<file path="config.mk">
export PLATFORM = sky130hd
export DESIGN_NAME = conv_encoder
export DESIGN_NICKNAME = d
export VERILOG_FILES = /design/src/rtl/conv_encoder.sv
export SDC_FILE = /design/constraint.sdc
export NUM_CORES = 1
export LEC_CHECK = 0
export CAP_MARGIN = 20
export CORE_MARGIN = 1.5
export CORE_UTILIZATION = 35
export DETAILED_ROUTE_END_ITERATION = 12
export GPL_TIMING_DRIVEN = 0
export PLACE_DENSITY = 0.67
export SLEW_MARGIN = 20
export SYNTH_ARGS = -nofsm -noshare
export SYNTH_HDL_FRONTEND = slang
export SYNTH_SLANG_ARGS = --single-unit
</file>
<file path="constraint.sdc">
create_clock -name clk -period 1.45 [get_ports clk]
set_clock_uncertainty 0.05 [all_clocks]
set_input_delay 0.29 -clock clk [delete_from_list [all_inputs] [get_ports clk]]
set_output_delay 0.29 -clock clk [all_outputs]
set_load 0.01 [all_outputs]
</file>
<file path="src/rtl/conv_encoder.sv">
// ============================================================================
//  Module      : conv_encoder
//  Description : Rate-1/2, K=3 convolutional encoder (G0=7, G1=5 octal) with
//                framed input, two zero tail bits per frame, valid/ready I/O.
//  Revision    : 1.0 - initial release
// ============================================================================
`default_nettype none

module conv_encoder #(
    parameter int FRAME_LEN = 32
) (
    input  logic       clk,
    input  logic       rst_n,
    input  logic       valid_i,
    input  logic       data_bit_i,
    output logic       ready_o,
    output logic [1:0] sym_o,
    output logic       valid_o,
    input  logic       ready_i,
    output logic       sof_o,
    output logic       eof_o,
    output logic [1:0] state_o
);

    localparam int               CNT_W  = $clog2(FRAME_LEN) + 1;
    localparam logic [CNT_W-1:0] c_LAST = CNT_W'(FRAME_LEN - 1);
    localparam logic [CNT_W-1:0] c_ONE  = CNT_W'(1);

    typedef enum logic [0:0] {
        ST_DATA = 1'b0,
        ST_TAIL = 1'b1
    } fsm_t;

    fsm_t             r_fsm;
    fsm_t             w_fsm_nxt;
    logic [CNT_W-1:0] r_cnt;
    logic [CNT_W-1:0] w_cnt_nxt;
    logic [1:0]       r_enc;
    logic [1:0]       r_sym;
    logic             r_valid;
    logic             r_sof;
    logic             r_eof;

    logic             w_free;
    logic             w_load;
    logic             w_u;
    logic             w_sof;
    logic             w_eof;
    logic             w_ready;
    logic [1:0]       w_sym;

    assign w_free  = !r_valid || ready_i;
    assign w_sym   = {w_u ^ r_enc[1] ^ r_enc[0], w_u ^ r_enc[0]};

    assign ready_o = w_ready;
    assign sym_o   = r_sym;
    assign valid_o = r_valid;
    assign sof_o   = r_sof;
    assign eof_o   = r_eof;
    assign state_o = r_enc;

    // The bit counter doubles as the tail index (0 then 1) while in TAIL.
    always_comb begin
        w_fsm_nxt = r_fsm;
        w_cnt_nxt = r_cnt;
        w_ready   = 1'b0;
        w_load    = 1'b0;
        w_u       = 1'b0;
        w_sof     = 1'b0;
        w_eof     = 1'b0;
        case (r_fsm)
            ST_DATA: begin
                w_ready = w_free;
                if (valid_i && w_free) begin
                    w_load = 1'b1;
                    w_u    = data_bit_i;
                    w_sof  = (r_cnt == '0);
                    if (r_cnt == c_LAST) begin
                        w_cnt_nxt = '0;
                        w_fsm_nxt = ST_TAIL;
                    end else begin
                        w_cnt_nxt = r_cnt + c_ONE;
                    end
                end
            end
            ST_TAIL: begin
                if (w_free) begin
                    w_load = 1'b1;
                    if (r_cnt == c_ONE) begin
                        w_eof     = 1'b1;
                        w_cnt_nxt = '0;
                        w_fsm_nxt = ST_DATA;
                    end else begin
                        w_cnt_nxt = r_cnt + c_ONE;
                    end
                end
            end
            default: begin
                w_fsm_nxt = ST_DATA;
                w_cnt_nxt = '0;
            end
        endcase
    end

    always_ff @(posedge clk or negedge rst_n) begin
        if (!rst_n) begin
            r_fsm <= ST_DATA;
            r_cnt <= '0;
        end else begin
            r_fsm <= w_fsm_nxt;
            r_cnt <= w_cnt_nxt;
        end
    end

    // Output slot: loads overwrite even while a consume happens this cycle.
    always_ff @(posedge clk or negedge rst_n) begin
        if (!rst_n) begin
            r_valid <= 1'b0;
            r_sym   <= 2'b00;
            r_sof   <= 1'b0;
            r_eof   <= 1'b0;
            r_enc   <= 2'b00;
        end else if (w_load) begin
            r_valid <= 1'b1;
            r_sym   <= w_sym;
            r_sof   <= w_sof;
            r_eof   <= w_eof;
            r_enc   <= {w_u, r_enc[1]};
        end else if (ready_i) begin
            r_valid <= 1'b0;
        end
    end

endmodule

`default_nettype wire

</file>
# Word-level counts from Yosys, hierarchy flattened
# Cells that the tools add are included.
dict set report op_classes {
  muxes 23
  bitwise 4
  eq_ne 4
  reduce_logical 6
  addsub 1
}
# operator n
set op_table {}
lappend op_table {{2-to-1 mux 6 bit} 4}
lappend op_table {{2-to-1 mux 1 bit} 16}
lappend op_table {{one-hot mux 6 bit (2 select lines)} 1}
lappend op_table {{adder 6 x 1 -> 6 bit, second input constant} 1}
lappend op_table {{equality test 6 x 1 -> 1 bit, second input constant} 1}
lappend op_table {{equality test 6 x 5 -> 1 bit, second input constant} 1}
lappend op_table {{zero test 6 bit} 1}
lappend op_table {{one-hot mux 1 bit (2 select lines)} 2}
lappend op_table {{bitwise XOR 1 bit} 3}
lappend op_table {{inequality test 2 x 1 -> 1 bit, second input constant} 1}
lappend op_table {{inequality test 2 bit, second input constant} 1}
lappend op_table {{AND reduction 2 bit} 1}
lappend op_table {{nonzero test 2 bit} 1}
lappend op_table {{logical AND 1 bit} 1}
lappend op_table {{zero test 1 bit} 1}
lappend op_table {{logical OR 1 bit} 1}
lappend op_table {{inverter 1 bit} 1}
dict set report word_totals {
  regBits 14
  input_bits 5
  elab_cells 45
}

# Logic depth before layout (Yosys ltp)
# Gate-level depths: netlist of run 1.
dict set report depth {
  ltp_word 7
  depth_mapped 6
  depth_no_buf 5
}

# Worst setup path after synthesis of run 1
# No wires, ideal clock.
dict set report synth_timing {
  path_kind {register to register}
  startpoint {register r_cnt[5]}
  endpoint {register r_cnt[2]}
  stages_incl_launch_ff 6
  arrival_ps 1267
  required_time_ps 1275
  setup_time_ps 125
  path_buffers 1
  setup_slack_ps 9
  path_cell_list {dfrtp_1 -> nor4_1 -> and3_1 -> buf_4 -> nor2_1 -> mux2_2}
}
dict set report synth_via {
  elab_chain_cells 4
  word_cells_on_any_way 7
  cone_classes {eq/ne (2); mux (5)}
}
# item line_no
set synth_rtl {}
lappend synth_rtl {{from (decl)} 36} ;# logic [CNT_W-1:0] r_cnt;
lappend synth_rtl {{from (signal assigned)} 111} ;# r_cnt <= w_cnt_nxt;
lappend synth_rtl {{equality test 6 x 1 -> 1 bit / equality test 6 x 5 -> 1 bit (equally long branches)} {89, 78}}
lappend synth_rtl {{2-to-1 mux 6 bit, on equally long branches} {89, 78}}
lappend synth_rtl {{2-to-1 mux 6 bit, on equally long branches} {87, 74}}
lappend synth_rtl {{one-hot mux 6 bit (2 select lines) *} 71} ;# case (r_fsm)
# Every way passes the cells marked *; elsewhere a longest branch is shown, timed or not. The select of a mux whose other input is x is not followed.
# A chain may end at the register's enable or synchronous reset.

# Worst setup path after layout of run 1
dict set report layout_timing {
  startpoint {register r_cnt[2]}
  endpoint {register r_cnt[2]}
}
dict set report layout_via {
  elab_chain_cells 4
  word_cells_on_any_way 8
  cone_classes {add/sub (1); eq/ne (2); mux (5)}
}
# item line_no
set layout_rtl {}
lappend layout_rtl {{adder 6 x 1 -> 6 bit, or another cell as far along} {82, 94}}
lappend layout_rtl {{2-to-1 mux 6 bit, on equally long branches} {89, 78}}
lappend layout_rtl {{2-to-1 mux 6 bit, on equally long branches} {87, 74}}
lappend layout_rtl {{one-hot mux 6 bit (2 select lines) *} 71}
# Marks and branches as above.

==> flow_summary_export.csv, run 1 <==
group,metric,value,unit
run_status,outcome,"finished, final reports clean",
final_layout,final_util,0.543,
synth,synth-xor-area-share,0.0233,
grt,groute.usage.overall,0.160,
synth,syn_area_per_cell,9.17,um^2
power_and_ir_drop,p_int,1.22,mW
critical_path,arrival,1.58,ns
critical_path,crit_buf_inv,0,
synth,netlist_area,752,um^2
critical_path,cp_cell_sequence,"nor4_4 > and3_4 > nor2_2 > mux2_2",
final_layout,fin_nets,118,
routing,wirelength,1.85,mm
place,dp.cells,121,
final_layout,area_growth,44.4,%
clock_network,clock-root-buffer,"clkbuf_4",
critical_path,worst_path_largest_cell_delay,0.44,ns
clock_network,clock_latency,0.29,ns
synth,synth_top_area_frac,0.466,
synth,synth_top_family_by_area,"simple AND/OR/NAND/NOR gates",
final_layout,drive_gt1_frac,0.367,
critical_path,startpoint_type,"flip-flop",
critical_path,cp_max_fo,5,
min_path,holdCritPathClass,"in -> async",
critical_path,cpMaxStageDelayCell,"dfrtp_2",
clock_network,clk_pin_slew,0.09,ns
critical_path,crit_family,"simple AND/OR/NAND/NOR gates",
power_and_ir_drop,swShare,0.394,
sta,finalHoldViolations,0,
routing,viasPerCell,5.18,
clock_network,cts_hold_buf,0,
grt,antenna_found_initial,0,
sta,fmax,694,MHz
clock_network,cts_made_buffers,3,
synth,synth_compound_area_frac,0.178,
sta,final-max-slew-violation-count,0,
floorplan,ios,13,
critical_path,reg2regPathDepth,4,
sta,hold_ws,0.322,ns
sta,relSlewSlack,0.590,
clock_network,ctsLongestPathBuffers,2,
sta,rsz0062_at_grt,"yes",
synth,synthTopCellsByArea,"dfrtp_1 (47%), ha_1 (5.0%), nand2_1 (4.5%)",
critical_path,cp.depth,4,
floorplan,die_area,0.00244,mm^2
grt,grt_pass1_wl,2.89,mm
power_and_ir_drop,p_per_area,1850,mW/mm^2
synth,syn_nets,90,
synth,netlist_instances,82,
synth,synth_seq_area_share,0.466,
grt,grt_pass1_vias,641,
sta,min_period,1.44,ns
grt,grt_start_max_net_pins,15,
final_layout,n_fill_cell,178,
grt,grt-ovfl-total,0,
routing,ant_nets,0,
floorplan,start_util,0.376,
place,gp_congestion,0.803,
synth,synthSimpleGateAreaFrac,0.218,
clock_network,clock_sinks,14,
critical_path,critical_path_required,1.59,ns
critical_path,critPathKind,"reg -> reg",
sta,worst-slew-pin-transition,0.612,ns
sta,fin_crit_sh,0.993,
routing,drc,0,
routing,vias,704,
synth,ys_ff_latch,14,
final_layout,instances_no_fill,136,
floorplan,core_area,0.00200,mm^2
power_and_ir_drop,power.leakage,0.507,nW
routing,routedWlPerCell,13.6,um
sta,setup-violations-final,0,
clock_network,htree_levels,1,
synth,yosys-mux-area-fraction,0.0150,
critical_path,cp-end-kind,"flip-flop",
power_and_ir_drop,pwr-share-comb,0.491,
floorplan,die_height,49.4,um
floorplan,die_w,49.4,um
power_and_ir_drop,vdd.ir_drop.worst,807,uV
routing,drt_iter0_drc,12,
synth,synth_area_leader_cell,"dfrtp_1",
power_and_ir_drop,p_sw,793,uW
floorplan,fp-row-count,16,
flow_run,drv_cap,0,
clock_network,cts_tree,"done",
synth,synthAdderAreaFrac,0.0499,
synth,yosysUniqueCellTypes,29,
routing,dr.pass1.iters,4,
power_and_ir_drop,clkPwrFrac,0.146,
power_and_ir_drop,p_seq_frac,0.362,
place,detailedPlacementHpwl,1.14,mm
synth,ys_warn_count,0,
final_layout,diodes,0,
place,io_buffers,12,
==> cells in the final DEF (no fill, tap or decap), types with 2 or more instances in the layout <==
master           count
dfrtp_1             10
dlygate4sd2_1        8
nor2_1               6
o21ai_0              4
a31oi_1              2
nor4_4               2
nand2_1              8
dfrtp_2              4
or3_1                2
inv_1                3
a41oi_1              2
nor3_1               3
clkbuf_4             5
a21oi_1              4
clkdlybuf4s50_1      3
ha_2                 2
o21ai_1              2
buf_4               12
nor2_2               3
==> Yosys cell counts <==
| cell | instances |
|---|---|
| dfrtp_1 | 14 |
| nand2_1 | 9 |
| nor2_1 | 9 |
| o21ai_0 | 6 |
| a21oi_1 | 4 |
| inv_1 | 4 |
| ha_1 | 3 |
| nor3_1 | 3 |
| nor4_1 | 3 |
| a31oi_1 | 2 |
| a41oi_1 | 2 |
| and3_1 | 2 |
| buf_4 | 2 |
| clkbuf_1 | 2 |
| nor2b_1 | 2 |
| or3_1 | 2 |
| a21o_1 | 1 |
| a22o_2 | 1 |
| mux2_2 | 1 |
| nand2b_1 | 1 |
| nand4_1 | 1 |
| o211ai_1 | 1 |
| o22ai_1 | 1 |
| o311a_1 | 1 |
| o31ai_2 | 1 |
| or2_1 | 1 |
| or2_2 | 1 |
| xnor2_1 | 1 |
| xor2_1 | 1 |
==> registers in the layout (all words and copies together) (netlist names) <==
register	cells
valid_o	1
r_fsm	1
state_o	2
sof_o	1
sym_o	2
r_cnt	6
eof_o	1
==> cells by family after synthesis <==
group | count (synthesis)
xor gates and xnor gates | 2
adders and majority gates | 3
buffers and inverters | 8
muxes | 1
and+or+nand+nor | 34
AOI/OAI and AO/OA | 20
DFF | 14
==> area by class of cell <==
class                           instances  area, um^2  share of cell area
Multi-Input combinational cell         60         424               0.391
Inverter                                4        15.0              0.0138
Buffer                                  3        26.3              0.0242
Sequential cell                        14         355               0.327
Timing Repair Buffer                   24         195               0.180
Clock buffer                            4        36.3              0.0334
Tap cell                               27        33.8              0.0311
==> routing by layer <==
metal	GRT usage	up-vias	wire [um]
met1	0.198	335	806
li1	-	344	-
met5	0	-	0
met2	0.239	18	910
met3	0.0307	7	60
met4	0.133	0	69
==> metrics by stage <==
| stage | TNS [ns] | worst slack [ns] | area [um^2] | power [mW] |
|---|---|---|---|---|
| after CTS | -0.00815 | -0.00815 | 1010 | 1.83 |
| after detailed placement | -4.09 | -0.525 | 906 | 1.43 |
| after global routing | -0.136 | -0.0527 | 1090 | 2.16 |
| final | 0 | 0.00975 | 1090 | 2.01 |
| after global placement | -4.12 | -0.532 | 906 | 1.40 |
| after floorplan | 0 | 0.00851 | 752 | 1.14 |
==> power groups by stage <==
stage	Sequential [mW]	Clock, mW	Combinational (mW)
finish	0.729	0.295	0.989
global route	0.759	0.312	1.09
CTS	0.721	0.299	0.809
detailed placement	0.721	0	0.712
global placement	0.709	0	0.693
floorplan	0.712	0	0.431
==> repair_timing <==
| action | in CTS | in global routing |
|---|---|---|
| hold endpoints to repair | 0 | 0 |
| setup endpoints to repair | 15 | 7 |
| pin swaps | 4 | 4 |
| cloned | 0 | 0 |
| gates resized for setup | 30 | 10 |
| setup buffers | 5 | 7 |
==> path summary, 6_finish.rpt <==
kind / start / to / slack (ns)
min reg2reg: eof_o / eof_o / 0.46
min in group clk: ready_i / state_o[1] / 0.44
max reg2reg: r_cnt[2] / r_cnt[2] / 0.01
min: rst_n / r_cnt[3] / 0.32
max: r_cnt[2] / r_cnt[2] / 0.01
max in group asynchronous: rst_n / r_fsm / 0.60
(Power assumes the default switching activity.)
==> run 2: changes to the inputs <==
Settings changed: CORE_ASPECT_RATIO set to 0.75.
==> run 2 against run 1 <==
  * Sequential share of layout area is 0.82 points lower
  * Combinational power is 4% higher
  * Cell count is 0.74% lower
  * Critical path depth is 1 lower
  * Design area is 1.8% higher
  * Register-to-register slack hardly changed
  * Critical path type is now reg -> out
  * Highest routed layer unchanged
==> flow_summary_export.csv, run 2 (synthesized netlist as in run 1, its figures left out) <==
group,metric,value,unit
run_status,outcome,"finished, final reports clean",
grt,grt_pass1_vias,702,
final_layout,diodes,0,
place,io_buffers,12,
routing,ant_nets,0,
power_and_ir_drop,p_sw,807,uW
critical_path,cp_max_fo,10,
critical_path,critical_path_required,1.11,ns
place,dp.cells,118,
clock_network,clock-root-buffer,"clkbuf_4",
sta,setup-violations-final,0,
place,placed_cell_area,902,um^2
clock_network,ctsLongestPathBuffers,2,
flow_run,drv_cap,0,
routing,drc,0,
critical_path,cp-end-kind,"output port",
floorplan,ios,13,
power_and_ir_drop,p_int,1.22,mW
routing,viasPerCell,5.33,
power_and_ir_drop,p_per_area,1830,mW/mm^2
final_layout,final_util,0.549,
sta,hold_ws,0.345,ns
clock_network,cts_tree,"done",
grt,grt_pass1_wl,3.31,mm
min_path,holdCritPathClass,"in -> async",
floorplan,die_height,43.1,um
floorplan,die_area,0.00244,mm^2
sta,timing.final.ws_setup,0.00178,ns
sta,fmax,691,MHz
sta,final-max-slew-violation-count,0,
final_layout,layout_common_cells,"buf_4 (15), dfrtp_1 (12), nand2_1 (8), nor2_1 (8), dlygate4sd2_1 (8)",
power_and_ir_drop,clkPwrFrac,0.139,
routing,vias,719,
floorplan,die_w,56.5,um
grt,grt_start_max_net_pins,15,
place,detailedPlacementHpwl,1.19,mm
clock_network,clk_pin_slew,0.08,ns
floorplan,start_util,0.373,
grt,grt-ovfl-total,0,
critical_path,critPathKind,"reg -> out",
grt,antenna_found_initial,0,
final_layout,top_register,"r_cnt",
clock_network,clock_sinks,14,
clock_network,clock_latency,0.29,ns
power_and_ir_drop,power.leakage,0.525,nW
critical_path,startpoint_type,"flip-flop",
final_layout,drive_gt1_frac,0.342,
power_and_ir_drop,p_seq_frac,0.354,
clock_network,cts_made_buffers,3,
routing,drt_iter0_drc,14,
power_and_ir_drop,vdd.ir_drop.worst,975,uV
final_layout,fin_area,0.00111,mm^2
sta,worst-slew-pin-transition,0.644,ns
final_layout,final_common_cell,"buf_4",
sta,relSlewSlack,0.569,
place,gp_congestion,0.782,
power_and_ir_drop,swShare,0.398,
final_layout,largest_reg_flops,6,
final_layout,instances_no_fill,135,
final_layout,fin_nets,120,
sta,fin_crit_sh,0.999,
critical_path,arrival,1.11,ns
power_and_ir_drop,pwr-share-comb,0.507,
sta,min_period,1.45,ns
clock_network,htree_levels,1,
routing,dr.pass1.iters,4,
final_layout,n_fill_cell,178,
place,pre_cts_slack,-0.567,ns
routing,wirelength,2.00,mm
final_layout,area_growth,47.1,%
floorplan,core_area,0.00201,mm^2
sta,rsz0062_at_grt,"yes",
routing,routedWlPerCell,14.8,um
floorplan,fp-row-count,14,
sta,finalHoldViolations,0,
grt,groute.usage.overall,0.187,
-- run 2: changes by cell type in the layout (fill, tap and decap cells not counted), sizes merged --
cell | before | now
clkbuf | 6 | 5
buf | 14 | 17
-- run 2: power groups by stage --
stage	clock [mW]	combinational (mW)	sequential (mW)
after detailed placement	0	0.720	0.714
final	0.282	1.03	0.719
after CTS	0.290	0.907	0.681
after global placement	0	0.707	0.709
after floorplan	0	0.431	0.712
after global routing	0.313	1.13	0.737
-- run 2: layer usage --
metal,vias up,GRT usage,wire length [um]
met2,24,0.286,907
met4,0,0.0905,38
met1,340,0.241,934
met3,6,0.0549,117
li1,349,-,-
met5,-,0,0
-- run 2: final timing paths --
check                           end  cells past startpoint      from  slack (ns)
setup / recovery            ready_o                      3     r_fsm       0.002
max in group asynchronous  r_cnt[5]                      1     rst_n        0.55
setup reg to reg           r_cnt[2]                      4  r_cnt[4]       0.002
hold reg to reg               eof_o                      1     eof_o        0.46
hold / removal             sym_o[1]                      1     rst_n        0.35
min in group clk              eof_o                      1     eof_o        0.46
-- run 2: cell type report --
class | count | area [um^2] | share of cell area
Multi-Input combinational cell | 60 | 429 | 0.388
Buffer | 3 | 32.5 | 0.0294
Clock buffer | 4 | 36.3 | 0.0328
Sequential cell | 14 | 353 | 0.319
Tap cell | 24 | 30.0 | 0.0271
Inverter | 4 | 15.0 | 0.0136
Timing Repair Buffer | 26 | 210 | 0.190
-- run 2: per-stage QoR --
step	total power, mW	TNS, ns
after floorplan	1.14	0
after global placement	1.42	-4.25
after detailed placement	1.43	-4.67
after CTS	1.88	-0.0941
after global routing	2.17	-0.152
final	2.03	0
-- run 2: critical path, cell delays in order, from the launching register on --
cell and delay [ns]:
dfrtp_2 0.43, buf_6 0.14, nor2_1 0.11, buf_2 0.14
-- run 2: timing repair --
item,4_1_cts,5_1_grt
pin swaps,5,10
endpoints found under the setup margin,16,9
endpoints found under the hold margin,0,0
setup buffers,12,3
gates cloned,0,0
gates resized for setup,28,12
hold buffers,0,0
==> run 3: changes to the inputs <==
Settings changed: CELL_PAD_IN_SITES_DETAIL_PLACEMENT set to 0, CELL_PAD_IN_SITES_GLOBAL_PLACEMENT set to 1, CORE_UTILIZATION 35 to 34, PLACE_DENSITY 0.67 to 0.8, REMOVE_ABC_BUFFERS set to 1, SKIP_LAST_GASP set to 1.
==> run 3 against run 2 <==
  * Flip-flop and latch count unchanged
  * Sequential share of layout area rose by 1.3 points
  * Combinational power is 9% lower
  * Largest power group unchanged
==> flow_summary_export.csv, run 3 (synthesized netlist as in run 1, its figures left out) <==
group,metric,value,unit
run_status,outcome,"finished, final reports clean",
critical_path,reg2reg_from,"r_cnt[2]",
final_layout,drive_gt1_frac,0.292,
place,gp_congestion,0.761,
place,dp.cells,114,
floorplan,die_area,0.00251,mm^2
sta,setup-violations-final,0,
clock_network,clock_sinks,14,
floorplan,fp-row-count,14,
final_layout,layout_common_cells,"dfrtp_1 (13), buf_4 (12), dlygate4sd2_1 (9)",
final_layout,instances_no_fill,130,
floorplan,die_height,43.7,um
routing,routedWlPerCell,13.4,um
power_and_ir_drop,vdd.ir_drop.worst,916,uV
critical_path,worst_path_largest_cell_delay,0.42,ns
floorplan,start_util,0.367,
final_layout,area_growth,40.8,%
grt,grt_pass1_wl,3.03,mm
routing,dr.pass1.iters,4,
clock_network,clock_latency,0.27,ns
sta,min_period,1.43,ns
routing,viasPerCell,5.09,
floorplan,ios,13,
sta,hold_ws,0.343,ns
clock_network,htree_levels,1,
power_and_ir_drop,p_per_area,1760,mW/mm^2
critical_path,cpMaxStageDelayCell,"dfrtp_1",
power_and_ir_drop,power.leakage,0.507,nW
grt,grt_pass1_vias,636,
floorplan,die_w,57.3,um
sta,final-max-slew-violation-count,0,
place,pre_cts_slack,-0.709,ns
routing,ant_nets,0,
critical_path,critical_path_required,1.56,ns
critical_path,worstReg2RegEnd,"r_cnt[2]",
final_layout,top_register,"r_cnt",
place,detailedPlacementHpwl,1.13,mm
critical_path,regToRegSetupSlack,0.02,ns
sta,rsz0062_at_grt,"yes",
sta,relSlewSlack,0.591,
routing,drt_iter0_drc,18,
critical_path,cp-end-kind,"flip-flop",
grt,antenna_found_initial,0,
critical_path,arrival,1.53,ns
critical_path,critPathKind,"reg -> reg",
min_path,holdCritPathClass,"in -> async",
sta,finalHoldViolations,0,
final_layout,fin_nets,116,
final_layout,diodes,0,
clock_network,ctsLongestPathBuffers,2,
flow_run,drv_cap,0,
sta,worst-slew-pin-transition,0.612,ns
clock_network,cts_made_buffers,3,
sta,fmax,700,MHz
critical_path,cp_cell_sequence,"nor4_4 > and3_4 > nor2_1 > mux2_2",
sta,timing.final.ws_setup,0.0217,ns
critical_path,reg2regPathDepth,4,
clock_network,clock-root-buffer,"clkbuf_4",
grt,groute.usage.overall,0.163,
sta,fin_crit_sh,0.985,
floorplan,core_area,0.00205,mm^2
clock_network,clk_pin_slew,0.08,ns
final_layout,final_common_cell,"dfrtp_1",
routing,wirelength,1.74,mm
clock_network,cts_tree,"done",
grt,grt-ovfl-total,0,
clock_network,cts_hold_buf,0,
critical_path,cp_max_fo,6,
critical_path,startpoint_type,"flip-flop",
routing,vias,662,
routing,drc,0,
grt,grt_start_max_net_pins,15,
place,io_buffers,12,
final_layout,largest_reg_flops,6,
[run 3: final cells by class]
cell class                 count  area, um^2
inverter                       4        15.0
timing repair buffer          25         214
clock buffer                   3        22.5
sequential                    14         352
tap                           24        30.0
fill                         191         991
multi-input combinational     60         425
[run 3: timing repair]
item                       CTS  global route
pin swaps                    2             1
resized for setup           23             6
setup endpoints to repair   16             7
gates cloned                 0             0
buffers inserted            12             1
[run 3: routing by layer]
metal | global-route usage | share of wire | vias to the layer above
met5 | 0 | 0 | -
met1 | 0.224 | 0.51 | 303
met4 | 0.0837 | 0.019 | 0
met3 | 0.0418 | 0.040 | 4
li1 | - | - | 338
met2 | 0.241 | 0.43 | 17
[run 3: how the worst max path moves through the flow]
stage / cells past startpoint / slack (ns) / end / from
floorplan: 4 / -0.05 / r_cnt[4] / valid_o
global placement: 5 / -0.74 / r_cnt[4] / ready_i
detailed placement: 5 / -0.71 / r_cnt[4] / ready_i
CTS: 2 / -0.05 / ready_o / r_fsm
global route: 5 / -0.04 / r_cnt[2] / valid_o
finish: 4 / 0.02 / r_cnt[2] / r_cnt[2]
[run 3: power by group]
group	switching (mW)	internal, mW	total (mW)
clock network	0.112	0.0961	0.208
registers	0.174	0.550	0.724
logic	0.456	0.479	0.935
total	0.742	1.13	1.87
[run 3: critical path: cells and delay by family (launching register included)]
family,cells,cell delay [ns]
simple gates,3,0.59
flops,1,0.42
mux,1,0.24
[run 3: per-stage QoR]
| step | setup TNS (ns) | area (um^2) | utilization | power (mW) |
|---|---|---|---|---|
| after global routing | -0.0727 | 1060 | 0.516 | 2.03 |
| final | 0 | 1060 | 0.516 | 1.87 |
| after floorplan | -0.0533 | 729 | - | 1.12 |
| after detailed placement | -5.07 | 880 | 0.429 | 1.41 |
| after global placement | -5.29 | 880 | 0.429 | 1.39 |
| after CTS | -0.0706 | 1020 | 0.498 | 1.76 |
